===== src/rtl/demux1_2_4bit_buf.sv =====
// Buffered 1-to-2 demultiplexer for 4-bit words.
// One valid/ready input stream is steered by `s` (1 = channel 1, 0 = channel 2)
// into one of two independent 2-entry FIFOs, each drained by its own
// valid/ready consumer. Index 0 of every per-channel vector is channel 1
// (out1), index 1 is channel 2 (out2).
module demux1_2_4bit_buf (
    input  logic       clk,
    input  logic       rst_n,
    input  logic [3:0] in,
    input  logic       in_valid,
    input  logic       s,
    output logic       in_ready,
    output logic [3:0] out1,
    output logic       out1_valid,
    input  logic       out1_ready,
    output logic [3:0] out2,
    output logic       out2_valid,
    input  logic       out2_ready
);

    // Per-channel FIFO state: [channel][entry] storage, 1-bit pointers, 0..2 count
    logic [1:0][1:0][3:0] mem_q, mem_d;
    logic [1:0]           wp_q, wp_d;
    logic [1:0]           rp_q, rp_d;
    logic [1:0][1:0]      cnt_q, cnt_d;

    logic [1:0] sel_oh;
    logic [1:0] out_ready;
    logic [1:0] out_valid;
    logic [1:0] push;
    logic [1:0] pop;

    // Handshake decode: in_ready looks only at s and the registered counts, so a
    // full channel refuses a word even on a cycle where its consumer pops.
    always_comb begin
        sel_oh    = {~s, s};
        out_ready = {out2_ready, out1_ready};
        out_valid = {(cnt_q[1] != 2'd0), (cnt_q[0] != 2'd0)};
        in_ready  = s ? (cnt_q[0] != 2'd2) : (cnt_q[1] != 2'd2);
        push      = {2{in_valid & in_ready}} & sel_oh;
        pop       = out_valid & out_ready;
    end

    // Next-state for both FIFOs; a simultaneous push and pop leaves count unchanged.
    always_comb begin
        mem_d = mem_q;
        wp_d  = wp_q;
        rp_d  = rp_q;
        cnt_d = cnt_q;
        for (int ch = 0; ch < 2; ch++) begin
            if (push[ch]) begin
                mem_d[ch][wp_q[ch]] = in;
                wp_d[ch]            = ~wp_q[ch];
            end
            if (pop[ch]) begin
                rp_d[ch] = ~rp_q[ch];
            end
            cnt_d[ch] = cnt_q[ch] + {1'b0, push[ch]} - {1'b0, pop[ch]};
        end
    end

    // State registers; reset discards everything, including stored data.
    always_ff @(posedge clk or negedge rst_n) begin
        if (!rst_n) begin
            mem_q <= '0;
            wp_q  <= '0;
            rp_q  <= '0;
            cnt_q <= '0;
        end else begin
            mem_q <= mem_d;
            wp_q  <= wp_d;
            rp_q  <= rp_d;
            cnt_q <= cnt_d;
        end
    end

    // Head outputs, forced to zero when the channel is empty.
    always_comb begin
        out1_valid = out_valid[0];
        out2_valid = out_valid[1];
        out1       = out_valid[0] ? mem_q[0][rp_q[0]] : 4'b0000;
        out2       = out_valid[1] ? mem_q[1][rp_q[1]] : 4'b0000;
    end

endmodule


===== config.mk =====
export PLATFORM = sky130hd
export DESIGN_NAME = demux1_2_4bit_buf
export DESIGN_NICKNAME = d
export VERILOG_FILES = /design/src/rtl/demux1_2_4bit_buf.sv
export SDC_FILE = /design/constraint.sdc
export NUM_CORES = 1
export LEC_CHECK = 0
export ABC_CLOCK_PERIOD_IN_PS = 2590
export CAP_MARGIN = 30
export CORE_ASPECT_RATIO = 1.2
export CORE_MARGIN = 1
export CORE_UTILIZATION = 50
export CTS_CLUSTER_DIAMETER = 40
export DETAILED_ROUTE_END_ITERATION = 16
export GPL_TIMING_DRIVEN = 0
export PLACE_DENSITY = 0.81
export SYNTH_ARGS = -nofsm -noshare
export SYNTH_HDL_FRONTEND = slang
export SYNTH_SLANG_ARGS = --single-unit

===== constraint.sdc =====
create_clock -name clk -period 2.59 [get_ports clk]
set_clock_uncertainty 0.2 [all_clocks]
set_input_delay 0.3885 -clock clk [delete_from_list [all_inputs] [get_ports clk]]
set_output_delay 0.3885 -clock clk [all_outputs]
set_load 0.1 [all_outputs]

# Word-level counts from Yosys, hierarchy flattened
# Cells that the tools add are included.
# totals
ff_bits	24
output_inout_bits	11
word_cells	47
# classes
n_addsub	4
order_cmp	6
n_eq_ne	2
mux	13
bitwise	8
n_reduce_logical	4
# op_table
cell	count
4-bit 2-to-1 mux	8
8-bit bitwise mux	2
4-bit demux with 1-bit select	2
1-bit by 2-bit < comparator with 1-bit output (second input constant)	4
1-bit inverter	5
2-bit by 1-bit adder with 2-bit output	2
2-bit bitwise AND	2
2-bit inequality test (second input constant)	2
2-bit nonzero test	2
2-bit by 1-bit subtractor with 2-bit output	2
1-bit greater-or-equal comparator (second input constant)	2
1-bit logical AND	2
1-bit bitwise AND	1
1-bit 2-to-1 mux	1

# Logic depth before layout (Yosys ltp)
# Gate-level depths: netlist (run 1).
# depth
ltp_word	6
mapped_depth	7
mapped_depth_nobuf	7

# Worst setup path after synthesis (run 1)
# No wires, ideal clock.
# synth_path
path_type	flip-flop to output port
start	register cnt_q[1] (netlist bit)
end	output in_ready
arrival_ns	2.032
path_slack_ns	-0.031
stages_incl_launch_ff	3
n_path_buf	0
path_cell_list	dfrtp_1 -> nor2b_1 -> a21oi_1
# synth_between
elab_chain_cells	2
# synth_rtl
item	line_no	text
start, declared	25	logic [1:0][1:0] cnt_q, cnt_d;
start signal, assigned	73	cnt_q <= cnt_d;
2-bit inequality test	39	in_ready = s ? (cnt_q[0] != 2'd2) : (cnt_q[1] != 2'd2);
1-bit 2-to-1 mux	39	
end, declared	12	output logic in_ready,
# No other way between the ends.

# Worst setup path after layout (run 1)
# layout_path
start	register cnt_q[3] (netlist bit)
end	output out2_valid
# layout_between
elab_chain_cells	1
# layout_rtl
item	line_no	text
2-bit nonzero test	38	out_valid = {(cnt_q[1] != 2'd0), (cnt_q[0] != 2'd0)};
end, declared	17	output logic out2_valid,
# No other way between the ends.

==> flow_summary.toml, run 1 <==
[timing]
fin_crit_sh_pct = 92.0
period_minus_slack_ns = 2.38
fmax_mhz = 420
tightest_slew_ns = 0.950
rsz0062_at_grt = "false"
slew_headroom_pct = 36.9
fin_hold_ws_ns = 0.210
finalHoldViolCount = 0
setup_viol = 0
maxSlewViolCount = 0

[critical_path]
reg2regPathDepth = 7
rr_endpoint = "cnt_q[3]"
crit_required_ns = 2.00
crit_end = "out2_valid"
path_depth = 3
worst-path-max-fanout = 6
crit_path_start = "cnt_q[3]"
path_cells = "nor2_1, inv_1, dlygate4sd2_1"
critical_path.max_stage_delay_ns = 0.84
worstPathArrival_ns = 1.79
path_buf_inv = 2
startpoint_type = "flip-flop"
criticalPathCategory = "flip-flop to output port"
endpoint_kind = "output port"
critPathTopFamily = "buffers and inverters"
r2r_slack_ns = 0.57
slowest_stage = "dlygate4sd2_1"
r2r-start = "cnt_q[3]"

[drt]
routed_wl_mm = 1.95
vias = 748
postRouteAntennaNets = 0
dr.pass1.iters = 4
avgViaCountPerCell = 5.09
drt_first_iter_violations = 2
post-route-drc-count = 0
wl_per_cell_um = 13.3

[cells_and_area]
layout_common_cells = "24 x dfrtp_1, 12 x mux2_2, 11 x nor2_1, 9 x clkdlybuf4s50_1, 8 x mux2i_1"
multi_input_area_um2 = 549
areaGrowthSynthToFinish_pct = 24.7
layout_commonest_cell = "dfrtp_1"
register_area_um2 = 601
fillers = 170
final_area_um2 = 1460
n_antenna_cell = 0
drive_above_1_share_pct = 29.9
fin_nets = 132
utilization_pct = 68.1

[clock_network]
path_clk_slew_ns = 0.12
cts-root-buf = "clkbuf_4"
h-tree-depth = 1
ctsResizeCount = 27
ctsLongestPathBuffers = 2
clk_latency_ns = 0.32
cts_hold_buffers = 0
cts_setup_buffers = 0
cts_buffers = 3
numClockSinks = 24
cts_tree = "built"

[synth]
syn_area_per_cell_um2 = 12.7
synth_cells = 92
synth_cell_type_count = 19
yosysSeqAreaShare_pct = 51.4
ys_warn_count = 0
synth_top_area_cell = "dfrtp_1"
syn_nets = 106
synth_top_area_share_pct = 51.4
netlist_area_um2 = 1170
synth_seq_cells = 24
synth_area_leaders = "dfrtp_1 51%, mux2_2 12%, mux2i_1 6.9%"

[min_path]
min-delay-path-class = "primary input to async pin"

[floorplanning]
die_x_um = 46.1
fp.dieH_um = 55.0
core-area_um2 = 2140
start_util_pct = 54.6
placementRows = 18
fp.dieArea_um2 = 2540
io_pins = 21

[placed_design]
place_area_um2 = 1430
gp_congestion = 0.704
port_buffers = 20
dp_hpwl_mm = 1.49

[grt]
grt_pass1_vias = 749
grt_overflow = 0
grt_pass1_wl_mm = 3.18
grt_max_degree = 14
gr-usage-all-layers_pct = 18.6
antenna_found_initial = 0

[run_status]
status = "completed"

[job]
maxCapViolations = 0
-- Yosys cell counts --
| cell | number |
|---|---|
| nand4_1 | 1 |
| mux2i_1 | 8 |
| nor3_2 | 2 |
| nand2b_4 | 1 |
| nor2b_1 | 4 |
| or3b_4 | 1 |
| dfrtp_1 | 24 |
| nand2_1 | 1 |
| xnor2_1 | 6 |
| a21oi_1 | 1 |
| mux2_2 | 12 |
| ha_1 | 4 |
| xor2_1 | 2 |
| clkbuf_1 | 2 |
| nor2_1 | 11 |
| nand3_1 | 1 |
| inv_1 | 4 |
| nand2b_1 | 3 |
| mux2_4 | 4 |
-- per-layer routing --
layer / up-vias / track usage, % / wire length (um)
met5: - / 0 / 0
met4: 0 / 11.8 / 55
met3: 5 / 2.27 / 36
met2: 11 / 32.2 / 1050
met1: 373 / 21.6 / 813
li1: 359 / - / -
-- registers in the layout, indices dropped and copies added (netlist names) --
name	cells
wp_q	2
rp_q	2
cnt_q	4
mem_q	16
-- how the worst min path moves through the flow --
stage / depth (start not counted) / slack (ns) / end
5_1_grt: 1 / 0.26 / cnt_q[1]
3_5_place_dp: 1 / 0.29 / mem_q[10]
4_1_cts: 1 / 0.22 / mem_q[14]
3_3_place_gp: 1 / 0.29 / mem_q[10]
2_1_floorplan: 0 / -0.11 / cnt_q[0]
6_report: 1 / 0.21 / cnt_q[1]
-- through the flow --
stage | TNS, ns | instances | setup slack [ns]
floorplan | 0 | 92 | 0.0797
detailed placement | -0.289 | 143 | -0.289
global placement | -0.260 | 142 | -0.260
global route | 0 | 147 | 0.124
finish | 0 | 147 | 0.208
CTS | 0 | 147 | 0.00606
-- logic make-up after synthesis --
| group | after synthesis | share of synthesized area (%) |
|---|---|---|
| mux | 24 | 23.6 |
| flops | 24 | 51.4 |
| xor+xnor | 8 | 6.00 |
| fa+ha+maj | 4 | 4.28 |
| simple gates | 25 | 12.4 |
| compound gates | 1 | 0.428 |
| buf+inv | 6 | 1.93 |
-- final cells by class --
class / instances / share of cell area (%)
buffer: 2 / 0.515
clock buffer: 4 / 2.49
inverter: 4 / 1.03
multi-input combinational: 62 / 37.7
sequential: 24 / 41.2
tap: 30 / 2.58
timing repair buffer: 21 / 14.5
Power of run 1 is not shown: default switching activity piles up to over one toggle a cycle in this logic, so the estimate is an artifact.
==> inputs of run 2 (changes only) <==
--- a/config.mk
+++ b/config.mk
@@ -9,11 +9,11 @@
 export CAP_MARGIN = 30
 export CORE_ASPECT_RATIO = 1.2
 export CORE_MARGIN = 1
-export CORE_UTILIZATION = 50
+export CORE_UTILIZATION = 51
 export CTS_CLUSTER_DIAMETER = 40
 export DETAILED_ROUTE_END_ITERATION = 16
 export GPL_TIMING_DRIVEN = 0
-export PLACE_DENSITY = 0.81
+export PLACE_DENSITY = 0.82
 export SYNTH_ARGS = -nofsm -noshare
 export SYNTH_HDL_FRONTEND = slang
 export SYNTH_SLANG_ARGS = --single-unit
==> flow_summary.toml, run 2 (synthesis results as in run 1) <==
[clock_network]
clk_latency_ns = 0.31
path_clk_slew_ns = 0.14
cts_hold_buffers = 0
h-tree-depth = 1
cts_tree = "built"
numClockSinks = 24
cts_buffers = 3
ctsLongestPathBuffers = 2
cts-root-buf = "clkbuf_4"

[critical_path]
endpoint_kind = "output port"
r2r_slack_ns = 0.57
worst-path-max-fanout = 5
path_buf_inv = 2
critical_path.max_stage_delay_ns = 0.56
path_depth = 4
worstPathArrival_ns = 1.81
r2r-start = "cnt_q[1]"
critPathTopFamily = "buffers and inverters"
criticalPathCategory = "flip-flop to output port"
rr_endpoint = "cnt_q[1]"
slowest_stage = "clkdlybuf4s15_2"
crit_required_ns = 2.00
startpoint_type = "flip-flop"
path_cells = "clkbuf_1, mux2i_1, nor2_1, clkdlybuf4s15_2"
reg2regPathDepth = 7

[cells_and_area]
drive_above_1_share_pct = 29.9
fin_nets = 132
largest_register_ffs = 16
layout_commonest_cell = "dfrtp_1"
instances_no_fill = 147
layout_common_cells = "24 x dfrtp_1, 12 x mux2_2, 11 x nor2_1, 9 x clkdlybuf4s50_1"
top_register = "mem_q"
n_antenna_cell = 0
utilization_pct = 70.5
areaGrowthSynthToFinish_pct = 27.7
top_regs = "mem_q: 16 flops, cnt_q: 4 flops"

[grt]
grt_overflow = 0
antenna_found_initial = 0
grt_pass1_vias = 756
grt_pass1_wl_mm = 3.39
gr-usage-all-layers_pct = 19.9
grt_max_degree = 22

[drt]
avgViaCountPerCell = 5.13
dr.pass1.iters = 4
postRouteAntennaNets = 0
post-route-drc-count = 0
drt_first_iter_violations = 7
vias = 754
wl_per_cell_um = 14.2
routed_wl_mm = 2.08

[floorplanning]
core-area_um2 = 2120
die_x_um = 45.7
io_pins = 21
fp.dieArea_um2 = 2490
start_util_pct = 55.2
placementRows = 18
fp.dieH_um = 54.4

[placed_design]
dp_hpwl_mm = 1.58
port_buffers = 20
place_inst = 143
gp_congestion = 0.763
dp_slack_ns = -0.294

[timing]
setup_viol = 0
period_minus_slack_ns = 2.40
fin_crit_sh_pct = 92.6
fin_hold_ws_ns = 0.105
timing.final.ws_setup_ns = 0.191
fmax_mhz = 417
finalHoldViolCount = 0
rsz0062_at_grt = "false"
maxSlewViolCount = 0
slew_headroom_pct = 36.7
tightest_slew_ns = 0.953

[job]
maxCapViolations = 0

[min_path]
min-delay-path-class = "primary input to async pin"

[run_status]
status = "completed"
[run 2: changes by cell type in the layout (fill, tap and decap cells not counted)]
| cell | delta |
|---|---|
| buf_16 | +1 |
| clkbuf_8 | -1 |
| clkdlybuf4s15_2 | +1 |
| clkbuf_2 | -1 |
| bufinv_16 | +1 |
| buf_8 | -1 |
[run 2: routing by layer]
layer / GRT usage (%) / routed length [um] / vias to the layer above
met5: 0 / 0 / -
met4: 7.35 / 29 / 0
met3: 3.96 / 42 / 5
met2: 33.3 / 1090 / 12
met1: 25.4 / 924 / 376
li1: - / - / 361
[run 2: layout make-up]
class,instances,area [um^2]
clock inverter,1,30.0
fill,174,624
tap,30,37.5
timing repair buffer,21,230
inverter,4,15.0
clock buffer,3,22.5
multi-input combinational,62,549
sequential,24,601
buffer,2,7.51
[run 2: worst max-delay path by stage]
stage | startpoint | end | slack (ns)
final | rp_q[1] | out2[0] | 0.19
after global routing | cnt_q[3] | out2_valid | 0.08
after CTS | s | in_ready | 0.01
after detailed placement | s | in_ready | -0.29
after global placement | s | in_ready | -0.26
after floorplan | rp_q[0] | out1[0] | 0.08
[run 2: stage by stage]
stage / TNS [ns] / instance area, um^2
2_1_floorplan: 0 / 1170
4_1_cts: 0 / 1500
3_5_place_dp: -0.310 / 1440
6_report: 0 / 1490
3_3_place_gp: -0.264 / 1410
5_1_grt: 0 / 1490
[run 2: timing repair]
action	CTS	global route
hold endpoints to repair	0	0
endpoints found under the setup margin	11	1
buffers inserted	0	0
resized for setup	28	1
Power of run 2 is left out for the same reason.
